===== src/rtl/rx_ctrl_module.sv =====
// UART receive sequencer: synchronises the RX line, gates the baud counter,
// assembles an LSB-first frame and hands the byte over a valid/ready handshake.
module rx_ctrl_module #(
  parameter int DATA_BITS = 8
) (
  input  logic                 CLK,
  input  logic                 RST_n,
  input  logic                 RX_Pin_In,
  input  logic                 BPS_CLK,
  output logic                 Count_Sig,
  output logic [DATA_BITS-1:0] RX_Data,
  output logic                 RX_Valid,
  input  logic                 RX_Ready,
  output logic                 Frame_Err,
  output logic                 Overrun
);

  localparam int CW = $clog2(DATA_BITS);
  localparam logic [CW-1:0] LAST_BIT = CW'(DATA_BITS - 1);

  typedef enum logic [1:0] {
    IDLE,
    START,
    DATA,
    STOP
  } state_t;

  state_t               state;
  logic                 sync1;
  logic                 sync2;
  logic                 rx_prev;
  logic                 fall;
  logic [DATA_BITS-1:0] shift;
  logic [CW-1:0]        bit_cnt;

  // Sync flops reset to the idle-high line level so reset release never looks like a start bit.
  always_ff @(posedge CLK or negedge RST_n) begin
    if (!RST_n) begin
      sync1   <= 1'b1;
      sync2   <= 1'b1;
      rx_prev <= 1'b1;
    end else begin
      // NOTE: non-blocking assignments make each stage read the previous stage's old value,
      // which is what turns these three lines into a shift chain rather than a single wire.
      sync1   <= RX_Pin_In;
      sync2   <= sync1;
      rx_prev <= sync2;
    end
  end

  assign fall = rx_prev & ~sync2;

  always_ff @(posedge CLK or negedge RST_n) begin
    if (!RST_n) begin
      state     <= IDLE;
      Count_Sig <= 1'b0;
      RX_Data   <= '0;
      RX_Valid  <= 1'b0;
      Frame_Err <= 1'b0;
      Overrun   <= 1'b0;
      shift     <= '0;
      bit_cnt   <= '0;
    end else begin
      Frame_Err <= 1'b0;
      Overrun   <= 1'b0;
      // NOTE: this default clear is overridden by the later load in STOP when a new byte
      // arrives in the same cycle; the last non-blocking assignment in the block wins.
      if (RX_Valid && RX_Ready) RX_Valid <= 1'b0;

      case (state)
        IDLE: begin
          if (fall) begin
            state     <= START;
            Count_Sig <= 1'b1;
          end
        end

        START: begin
          if (BPS_CLK) begin
            if (sync2) begin
              // Line back high at mid-start-bit: a glitch, drop it silently.
              state     <= IDLE;
              Count_Sig <= 1'b0;
            end else begin
              state   <= DATA;
              bit_cnt <= '0;
            end
          end
        end

        DATA: begin
          if (BPS_CLK) begin
            shift   <= {sync2, shift[DATA_BITS-1:1]};
            bit_cnt <= bit_cnt + CW'(1);
            if (bit_cnt == LAST_BIT) state <= STOP;
          end
        end

        STOP: begin
          if (BPS_CLK) begin
            state     <= IDLE;
            Count_Sig <= 1'b0;
            if (!sync2) begin
              Frame_Err <= 1'b1;
            end else if (!RX_Valid || RX_Ready) begin
              RX_Data  <= shift;
              RX_Valid <= 1'b1;
            end else begin
              Overrun <= 1'b1;
            end
          end
        end

        default: begin
          state     <= IDLE;
          Count_Sig <= 1'b0;
        end
      endcase
    end
  end

endmodule


===== config.mk =====
export PLATFORM = sky130hd
export DESIGN_NAME = rx_ctrl_module
export DESIGN_NICKNAME = d
export VERILOG_FILES = /design/src/rtl/rx_ctrl_module.sv
export SDC_FILE = /design/constraint.sdc
export NUM_CORES = 1
export LEC_CHECK = 0
export CAP_MARGIN = 15
export CORE_ASPECT_RATIO = 0.8
export CORE_UTILIZATION = 40
export CTS_CLUSTER_DIAMETER = 40
export DETAILED_ROUTE_END_ITERATION = 10
export PLACE_DENSITY_LB_ADDON = 0.1
export SLEW_MARGIN = 25
export SYNTH_ARGS = -nofsm -noshare
export SYNTH_HDL_FRONTEND = slang
export SYNTH_SLANG_ARGS = --single-unit

===== constraint.sdc =====
create_clock -name CLK -period 1.2 [get_ports CLK]
set_input_delay 0.24 -clock CLK [delete_from_list [all_inputs] [get_ports CLK]]
set_output_delay 0.24 -clock CLK [all_outputs]
set_load 0.02 [all_outputs]

Word-level counts from Yosys, hierarchy flattened
Index checks and enable logic that the tools add are counted.
{ "word_totals": {"register_bits": 28, "out_inout_bits": 12} }
{ "op_classes": {"n_addsub": 1, "eq_ne": 11, "n_mux": 28, "n_bitwise": 2, "reduce_logical": 11} }
{ "ops": {"columns": ["cell", "n"], "rows": [
  ["1-bit 2-to-1 mux", 16],
  ["2-bit != test (second input constant)", 7],
  ["2-bit 2-to-1 mux", 6],
  ["5-bit AND reduction", 2],
  ["3-bit 2-to-1 mux", 3],
  ["2-bit one-hot mux with 4 select lines", 1],
  ["4-bit AND reduction", 2],
  ["3-bit one-hot mux with 2 select lines", 1],
  ["2-bit equality test (second input constant)", 2],
  ["3-bit by 1-bit adder with 3-bit output (second input constant)", 1],
  ["3-bit equality test (second input constant)", 1],
  ["1-bit one-hot mux with 3 select lines", 1],
  ["3-bit nonzero test", 1],
  ["2-bit by 1-bit equality test with 1-bit output (second input constant)", 1],
  ["2-bit logical NOT", 1],
  ["2-bit AND reduction", 1],
  ["2-bit nonzero test", 1],
  ["1-bit AND", 1],
  ["1-bit logical AND", 1],
  ["1-bit logical NOT", 1],
  ["1-bit logical OR", 1],
  ["1-bit inverter", 1]
]} }

Logic depth before layout (Yosys ltp)
Gate-level depths: netlist (run 1).
{ "depth": {"word_depth": 6, "depth_mapped": 5} }

Worst setup path before layout (run 1)
OpenSTA, ideal clock, no wires.
{ "synth_path": {"kind": "register -> register", "start": "register sync2", "end": "register RX_Data[0]", "setup_time_ns": 0.125, "arrival_time_ns": 1.207, "required_ns": 1.075, "setup_slack_ns": -0.132, "stages_incl_launch_ff": 5, "synth_period_minus_slack_ns": 1.332, "path_cell_list": "dfstp_2 -> nand4_2 -> nor2b_2 -> buf_6 -> mux2_4"} }
{ "synth_via": {"elab_chain_len": 1} }
{ "synth_lines": {"columns": ["element", "line_no", "text"], "rows": [
  ["from (decl)", "30", "logic sync2;"],
  ["from (signal assigned)", "46", "sync2 <= sync1;"],
  ["4-bit AND reduction (no line)", null, null],
  ["to (signal assigned)", "106", "RX_Data <= shift;"],
  ["to (decl)", "11", "output logic [DATA_BITS-1:0] RX_Data,"]
]} }
Every way passes these cells.
A chain may end at the register's enable or synchronous reset.

Worst setup path in the final report (run 1)
Ends and elaborated chain as after synthesis.

==> impl_metrics.csv, run 1 <==
group,metric,value,unit
final_layout,nets,125,
floorplanning,start_util,0.4404,
sta,hold_violations,0,
synth,synth_top_area_cell,"dfrtp_1",
setup_path,crit_type,"reg2reg",
synth,yosysTopAreaCellShare,0.5543,
routing,drcViolationCount,0,
setup_path,arrival,1.58,ns
sta,clock.fmax,737.2,MHz
clock_tree,cts_made_buffers,3,
global_route,grt_antenna_before_repair,0,
synth,synth.distinct_cells,21,
sta,rsz0062_at_grt,"true",
sta,slew_violations,0,
routing,wl_per_cell,12.28,µm
sta,finalCritPeriodShare,1.130,
run_status,violations,"negative setup slack",
synth,avgSynthCellArea,14.47,µm²
final_layout,syn_to_final_growth,33.70,%
pwr,ir_drop,1.116,mV
clock_tree,clock_latency,0.32,ns
routing,dr_total_vias,696,
routing,ant_nets,0,
floorplanning,core,0.002562,mm²
min_path,hold_path_class,"in2async",
setup_path,required,1.42,ns
routing,drtIter0Drc,28,
final_layout,drive_above_1_share,0.5470,
synth,seq_area_frac_synth,0.6242,
sta,finalWorstSetupSlack,-0.1565,ns
synth,ys_ff_latch,28,
floorplanning,die-area,0.003039,mm²
global_route,grt-ovfl-total,0,
job,drv_cap,0,
setup_path,crit_path_end_kind,"flop",
setup_path,startpoint_type,"flop",
synth,syn_inst,78,
sta,relSlewSlack,0.8454,
final_layout,fin_cells,153,
routing,drt-total-wl,1.879,mm
sta,finalCriticalPeriod,1.356,ns
synth,syn_nets,85,
sta,finalSetupViolations,21,
pwr,p_leak,0.7619,nW
setup_path,critPathMaxFanout,3,
final_layout,final_common_cell,"dfrtp_1",
place,hpwlAfterDp,1.319,mm
clock_tree,clk_pin_slew_worst_paths,0.14,ns
final_layout,final_cell_mix,"dfrtp_1, buf_4, buf_2, mux2_2, mux2_4",
global_route,grt_usage,0.1475,
floorplanning,fp.dieW,61.39,µm
global_route,grt_max_degree,29,
place,placed_cells,142,
sta,fin_tns_setup,-1.375,ns
pwr,power_density,2087,mW/mm²
floorplanning,num_rows,16,
synth,yosysWarnings,0,
clock_tree,cts_tree,"built",
pwr,finalPower,0.003150,W
place,port_buffers,16,
routing,dr.pass1.iters,3,
floorplanning,num_io_pins,17,
global_route,grt_pass1_vias,707,
place,gp_congestion,0.7283,
global_route,grt_pass1_wl,3.201,mm
synth,netlist_top_cells_area,"dfrtp_1, mux2_4, mux2_2, dfstp_2, nor2_1",
sta,worst-slew-pin-transition,0.2314,ns
final_layout,antenna_cells,0,
run_status,status,"finished with violations",
routing,routed_via_density,4.549,
clock_tree,cts.path.max_buffers,2,
clock_tree,cts-root-buf,"clkbuf_4",
synth,synthesis.area,0.001129,mm²
clock_tree,htreeDepth,1,
clock_tree,clock_sinks,28,
sta,finClkSkew,0.004332,ns
floorplanning,die_h,49.51,µm
synth_stat cells:
cell type / count
nand2b_1: 1
buf_6: 1
mux2_4: 8
nand3b_1: 2
a21oi_1: 5
nand4_2: 1
mux2i_1: 1
nor2b_2: 1
nor2b_1: 1
nand2_1: 3
nor2_1: 7
dfstp_2: 3
buf_4: 2
mux2_2: 8
inv_1: 2
o21ai_0: 1
dfrtp_1: 25
ha_1: 2
a21boi_0: 1
o22ai_1: 2
a32oi_1: 1
stage by stage:
stage,util,instance area [µm²],hold WS [ns],setup WS (ns)
after global routing,0.5889,1509,0.2284,-0.1989
after CTS,0.5752,1474,0.2468,-0.1607
after floorplan,-,1141,-0.05559,-0.1276
after detailed placement,0.5625,1441,0.3469,-0.4902
after global placement,0.5625,1441,0.3467,-0.4531
final,0.5889,1509,0.2558,-0.1565
cells by family after synthesis:
| kind of cell | count (synthesis) | synth area share |
|---|---|---|
| AOI/OAI and AO/OA | 10 | 0.05210 |
| and+or+nand+nor | 16 | 0.07650 |
| buffers and inverters | 5 | 0.02993 |
| muxes | 17 | 0.1951 |
| adders and majority gates | 2 | 0.02217 |
| DFF | 28 | 0.6242 |
worst max-delay path: stages (launching register included):
cell	delay [ns]
dfstp_2	0.58
nand4_4	0.09
nor2b_4	0.14
buf_4	0.15
mux2_4	0.30
layout make-up:
class | instances | area (µm²)
multi-input combinational | 45 | 422.9
inverter | 2 | 7.507
tap | 36 | 45.04
fill | 242 | 1054
sequential | 28 | 704.4
clock buffer | 4 | 36.28
timing repair buffer | 38 | 292.8
registers in the layout, summed over array words and instances, names as in the netlist, named ones only:
signal     flops
RX_Data        8
shift          8
bit_cnt        3
Count_Sig      1
Frame_Err      1
Overrun        1
RX_Valid       1
rx_prev        1
state          1
sync1          1
sync2          1
path summary, 6_finish.rpt:
check                                from         end  slack [ns]  cells past startpoint
worst min register to register      sync1       sync2        0.37                      0
worst max register to register      sync2  RX_Data[0]       -0.16                      4
min in group CLK                RX_Pin_In       sync1        0.32                      1
worst min-delay path                RST_n    shift[2]        0.26                      2
max in group asynchronous           RST_n       sync1        0.71                      2
worst max-delay path                sync2  RX_Data[0]       -0.16                      4
repair_timing:
action	in CTS	in global routing
gates cloned	0	0
resized for setup	53	6
endpoints found under the setup margin	29	22
hold buffers	0	0
setup buffers	5	2
pin swaps	0	6
power breakdown:
part,switching (W),internal [W]
combinational,0.000539,0.000687
clock,0.000262,0.000185
sequential,0.000220,0.00126
total,0.00102,0.00213
layer usage:
metal / track usage / up-vias / part of all wire
met1: 0.1955 / 338 / 0.52
met5: 0 / - / 0
li1: - / 347 / -
met2: 0.2355 / 9 / 0.44
met3: 0.04724 / 2 / 0.032
met4: 0.03333 / 0 / 0.0064
(Power assumes the default switching activity.)
==> run 2, diff against run 1 <==
--- a/config.mk
+++ b/config.mk
@@ -8,8 +8,10 @@
 export CAP_MARGIN = 15
 export CORE_ASPECT_RATIO = 0.8
 export CORE_UTILIZATION = 40
+export CTS_BUF_LIST = sky130_fd_sc_hd__clkbuf_8
 export CTS_CLUSTER_DIAMETER = 40
 export DETAILED_ROUTE_END_ITERATION = 10
+export GPL_TIMING_DRIVEN = 0
 export PLACE_DENSITY_LB_ADDON = 0.1
 export SLEW_MARGIN = 25
 export SYNTH_ARGS = -nofsm -noshare
==> impl_metrics.csv, run 2 (same netlist as run 1, synthesis figures left out) <==
group,metric,value,unit
sta,finalCriticalPeriod,1.365,ns
global_route,grt_usage,0.1475,
final_layout,fin_util,0.5576,
final_layout,antenna_cells,0,
sta,clock.fmax,732.7,MHz
sta,hold_violations,0,
pwr,p_leak,0.6939,nW
sta,relSlewSlack,0.5969,
sta,finalCritPeriodShare,1.137,
setup_path,critical_path.max_stage_delay,0.56,ns
routing,wl_per_cell,13.83,µm
run_status,status,"finished with violations",
setup_path,startpoint_type,"flop",
clock_tree,cts_made_buffers,3,
clock_tree,clk_pin_slew_worst_paths,0.08,ns
global_route,grt-ovfl-total,0,
sta,finalWorstSetupSlack,-0.1648,ns
routing,drtIter0Drc,10,
pwr,ir_drop,1.149,mV
global_route,grt_max_degree,29,
sta,rsz0062_at_grt,"true",
pwr,power_density,2260,mW/mm²
floorplanning,die-area,0.003039,mm²
run_status,violations,"negative setup slack",
setup_path,critPathMaxFanout,8,
routing,dr.pass1.iters,3,
setup_path,cp_cell_sequence,"nand4_4, nor2b_2, buf_6, mux2_4",
floorplanning,fp.dieW,61.39,µm
routing,ant_nets,0,
setup_path,required,1.36,ns
min_path,hold_path_class,"reg2reg",
setup_path,crit_slowest_cell,"dfstp_2",
final_layout,final_common_cell,"dfrtp_1",
floorplanning,start_util,0.4404,
clock_tree,cts.path.max_buffers,2,
global_route,grt_antenna_before_repair,0,
setup_path,crit_path_end_kind,"flop",
routing,routed_via_density,4.831,
routing,drt-total-wl,1.964,mm
final_layout,nets,114,
setup_path,arrival,1.52,ns
final_layout,top_regs,"RX_Data (8), shift (8), bit_cnt (3)",
sta,finalSetupViolations,17,
floorplanning,core,0.002562,mm²
clock_tree,clock_latency,0.27,ns
place,port_buffers,16,
pwr,finalPower,0.003230,W
place,hpwlAfterDp,1.210,mm
routing,drcViolationCount,0,
final_layout,fill_cells,241,
clock_tree,cts_tree,"built",
sta,slew_violations,0,
routing,dr_total_vias,686,
setup_path,crit_type,"reg2reg",
setup_path,cpLargestDelayFamily,"flip-flops",
sta,fin_tns_setup,-1.592,ns
clock_tree,htreeDepth,1,
final_layout,drive_above_1_share,0.5094,
final_layout,syn_to_final_growth,26.61,%
sta,timing.hold.ws,0.3611,ns
job,drv_cap,0,
clock_tree,clock_sinks,28,
floorplanning,num_io_pins,17,
floorplanning,die_h,49.51,µm
place,pre_cts_ws,-0.5396,ns
clock_tree,cts-root-buf,"clkbuf_8",
sta,worst-slew-pin-transition,0.6047,ns
sta,finClkSkew,0.009643,ns
place,gp_congestion,0.7115,
final_layout,final_cell_mix,"dfrtp_1, mux2_4, clkbuf_2",
global_route,grt_pass1_vias,712,
global_route,grt_pass1_wl,3.229,mm
floorplanning,num_rows,16,
setup_path,worstPathBufferInverterCount,1,
[run 2: cell count changes in the layout (fill, tap and decap cells not counted), sizes merged]
cell	previous run	this run
clkbuf	4	13
clkdlybuf4s50	4	2
dlygate4sd2	0	1
dlygate4sd3	0	1
clkdlybuf4s15	0	1
buf	34	13
[run 2: metrics by stage]
| stage | cells | instance area [µm²] |
|---|---|---|
| 2_1_floorplan | 78 | 1141 |
| 3_3_place_gp | 130 | 1346 |
| 3_5_place_dp | 130 | 1341 |
| 4_1_cts | 143 | 1476 |
| 5_1_grt | 142 | 1429 |
| 6_report | 142 | 1429 |
[run 2: worst reg2reg max path: cells and delay by family, from the launching register on]
kind                   cells  cell delay, ns
flip-flops                 1            0.56
multiplexers               1            0.31
AND/OR/NAND/NOR            2            0.21
buffers and inverters      1            0.17
[run 2: worst paths after layout]
check                      cells after the start  slack [ns]   from                          to
min in group asynchronous                      2        0.50  RST_n                  RX_Data[2]
setup / recovery                               4       -0.16  sync2                  RX_Data[7]
hold reg to reg                                0        0.36  sync1                       sync2
setup reg to reg                               4       -0.16  sync2                  RX_Data[7]
max in group asynchronous                      2        0.27  RST_n  asynchronous set/reset pin
hold / removal                                 0        0.36  sync1                       sync2
[run 2: area by class of cell]
cell class	instances	area (µm²)	share of cell area
timing repair buffer	25	173.9	0.1217
sequential	28	706.9	0.4947
tap	36	45.04	0.03152
multi-input combinational	45	417.9	0.2925
clock buffer	4	55.05	0.03853
buffer	2	22.52	0.01576
inverter	2	7.507	0.005254
[run 2: report_power, final]
group | switching [W] | internal [W] | leakage [nW] | total [W]
Sequential | 0.000229 | 0.00127 | 0.360 | 0.00149
Combinational | 0.000537 | 0.000627 | 0.305 | 0.00116
Clock | 0.000279 | 0.000293 | 0.0288 | 0.000572
[run 2: repair_timing]
action                                  in CTS  in global routing
endpoints found under the setup margin      30                 31
endpoints found under the hold margin       25                  0
buffers inserted                             7                  0
pin swaps                                    0                  1
hold buffers                                 1                  0
gates resized for setup                     32                 18
gates cloned                                 1                  0
[run 2: routing by layer]
layer  share of wire  vias to the layer above  GRT usage
li1                -                      324          -
met1            0.49                      349     0.2038
met2            0.47                       13     0.2264
met3           0.040                        0    0.05512
met4               0                        0    0.02222
met5               0                        -          0
==> run 3, diff against run 2 <==
--- a/config.mk
+++ b/config.mk
@@ -7,12 +7,13 @@
 export LEC_CHECK = 0
 export CAP_MARGIN = 15
 export CORE_ASPECT_RATIO = 0.8
-export CORE_UTILIZATION = 40
+export CORE_UTILIZATION = 42
 export CTS_BUF_LIST = sky130_fd_sc_hd__clkbuf_8
 export CTS_CLUSTER_DIAMETER = 40
+export CTS_CLUSTER_SIZE = 25
 export DETAILED_ROUTE_END_ITERATION = 10
 export GPL_TIMING_DRIVEN = 0
-export PLACE_DENSITY_LB_ADDON = 0.1
+export PLACE_DENSITY = 0.72
 export SLEW_MARGIN = 25
 export SYNTH_ARGS = -nofsm -noshare
 export SYNTH_HDL_FRONTEND = slang
==> impl_metrics.csv, run 3 (same netlist as run 1, synthesis figures left out) <==
group,metric,value,unit
final_layout,fin_cells,145,
setup_path,critPathMaxFanout,8,
global_route,grt_max_degree,29,
final_layout,antenna_cells,0,
place,place_area,0.001341,mm²
pwr,intPower,0.002373,W
floorplanning,core,0.002502,mm²
pwr,p_leak,0.7167,nW
floorplanning,die-area,0.002900,mm²
final_layout,top_regs,"RX_Data (8), shift (8), bit_cnt (3)",
pwr,switching_share,0.3117,
routing,wl_met3,95,µm
run_status,status,"finished with violations",
floorplanning,num_io_pins,17,
sta,finClkSkew,0.002307,ns
min_path,hold_path_class,"in2reg",
routing,drt-total-wl,2.013,mm
final_layout,final_cell_mix,"dfrtp_1, mux2_2, mux2_4, buf_4",
sta,finalWorstSetupSlack,-0.1785,ns
setup_path,required,1.37,ns
setup_path,crit_type,"reg2reg",
routing,wl_per_cell,13.88,µm
routing,ant_nets,0,
setup_path,crit_path_end_kind,"flop",
routing,drt-met1-wl,882,µm
final_layout,syn_to_final_growth,31.26,%
job,drv_cap,0,
floorplanning,start_util,0.4510,
place,placed_cells,130,
global_route,grt-ovfl-total,0,
routing,routed_via_density,4.724,
sta,relSlewSlack,0.6060,
sta,fin_tns_setup,-2.242,ns
global_route,grt_antenna_before_repair,0,
routing,met2_length,985,µm
place,port_buffers,16,
clock_tree,cts.path.max_buffers,2,
pwr,p_sw,0.001075,W
pwr,ir_drop,1.186,mV
setup_path,startpoint_type,"flop",
routing,top_layer,"met4",
routing,dr_total_vias,685,
floorplanning,num_rows,16,
clock_tree,clock_sinks,28,
sta,hold_violations,0,
final_layout,final_common_cell,"dfrtp_1",
routing,dr.pass1.iters,4,
pwr,p_comb_frac,0.355,
place,pre_cts_ws,-0.5319,ns
pwr,clkPwrFrac,0.214,
clock_tree,clock_latency,0.28,ns
clock_tree,cts_tree,"built",
global_route,grt_pass1_vias,726,
floorplanning,die_h,48.37,µm
setup_path,arrival,1.55,ns
global_route,grt_pass1_wl,3.256,mm
clock_tree,clk_pin_slew_worst_paths,0.09,ns
sta,slew_violations,0,
clock_tree,htreeDepth,1,
final_layout,drive_above_1_share,0.5046,
final_layout,final_area,0.001481,mm²
sta,rsz0062_at_grt,"true",
sta,clock.fmax,725.4,MHz
sta,finalCriticalPeriod,1.378,ns
run_status,violations,"negative setup slack",
floorplanning,fp.dieW,59.96,µm
sta,finalCritPeriodShare,1.149,
pwr,power_density,2328,mW/mm²
place,gp_congestion,0.7278,
clock_tree,cts-root-buf,"clkbuf_8",
sta,worst-slew-pin-transition,0.5910,ns
pwr,p_seq_frac,0.431,
global_route,grt_usage,0.1557,
sta,finalSetupViolations,20,
place,hpwlAfterDp,1.174,mm
routing,drcViolationCount,0,
clock_tree,cts_made_buffers,3,
final_layout,nets,117,
routing,drtIter0Drc,7,
## run 3: cell count changes in the layout (fill, tap and decap cells not counted), sizes merged
cell           change
buf                +4
clkbuf             -4
clkdlybuf4s15      +2
bufinv             +1
## run 3: through the flow
stage	util	hold WS, ns	power (W)
2_1_floorplan	-	-0.05559	0.002197
3_3_place_gp	0.5380	0.3457	0.002542
3_5_place_dp	0.5360	0.2754	0.002589
4_1_cts	0.5995	0.3562	0.003448
5_1_grt	0.5920	0.3570	0.003646
6_report	0.5920	0.3557	0.003448
## run 3: layer usage
| layer | vias up | GRT usage |
|---|---|---|
| li1 | 332 | - |
| met1 | 333 | 0.1897 |
| met2 | 16 | 0.2426 |
| met3 | 4 | 0.05882 |
| met4 | 0 | 0.06977 |
| met5 | - | 0 |
## run 3: power groups by stage
stage / sequential [W] / clock, W / combinational [W]
final: 0.00149 / 0.000736 / 0.00122
after global routing: 0.00153 / 0.000785 / 0.00133
after CTS: 0.00148 / 0.000746 / 0.00122
after detailed placement: 0.00150 / 0 / 0.00108
after global placement: 0.00148 / 0 / 0.00106
after floorplan: 0.00159 / 0 / 0.000611
## run 3: final timing paths
path / start / to / slack (ns) / depth (start not counted)
max: sync2 / RX_Data[7] / -0.18 / 4
min: RX_Pin_In / sync1 / 0.36 / 1
max in group asynchronous: RST_n / state[0] / 0.30 / 2
min in group asynchronous: RST_n / Frame_Err / 0.49 / 2
max reg2reg: sync2 / RX_Data[7] / -0.18 / 4
min reg2reg: sync1 / sync2 / 0.36 / 0
## run 3: repair_timing
action | in CTS | in global routing
setup endpoints to repair | 31 | 29
hold buffers | 1 | 0
cloned | 1 | 0
pin swaps | 0 | 5
gates resized for setup | 36 | 15
hold endpoints to repair | 25 | 0
setup buffers | 7 | 3
## run 3: area by class of cell
type,count,area [µm²]
clock inverters,1,30.03
fillers,191,1021
inverters,2,7.507
well taps,36,45.04
plain buffers,3,33.78
flip-flops and latches,28,705.7
multi-input cells,45,412.9
clock buffers,3,41.29
repair buffers,27,205.2
## run 3: critical path: stages, from the launching register on
cell,delay (ns)
dfstp_2,0.58
nand4_4,0.08
nor2b_2,0.13
buf_6,0.17
mux2_4,0.31
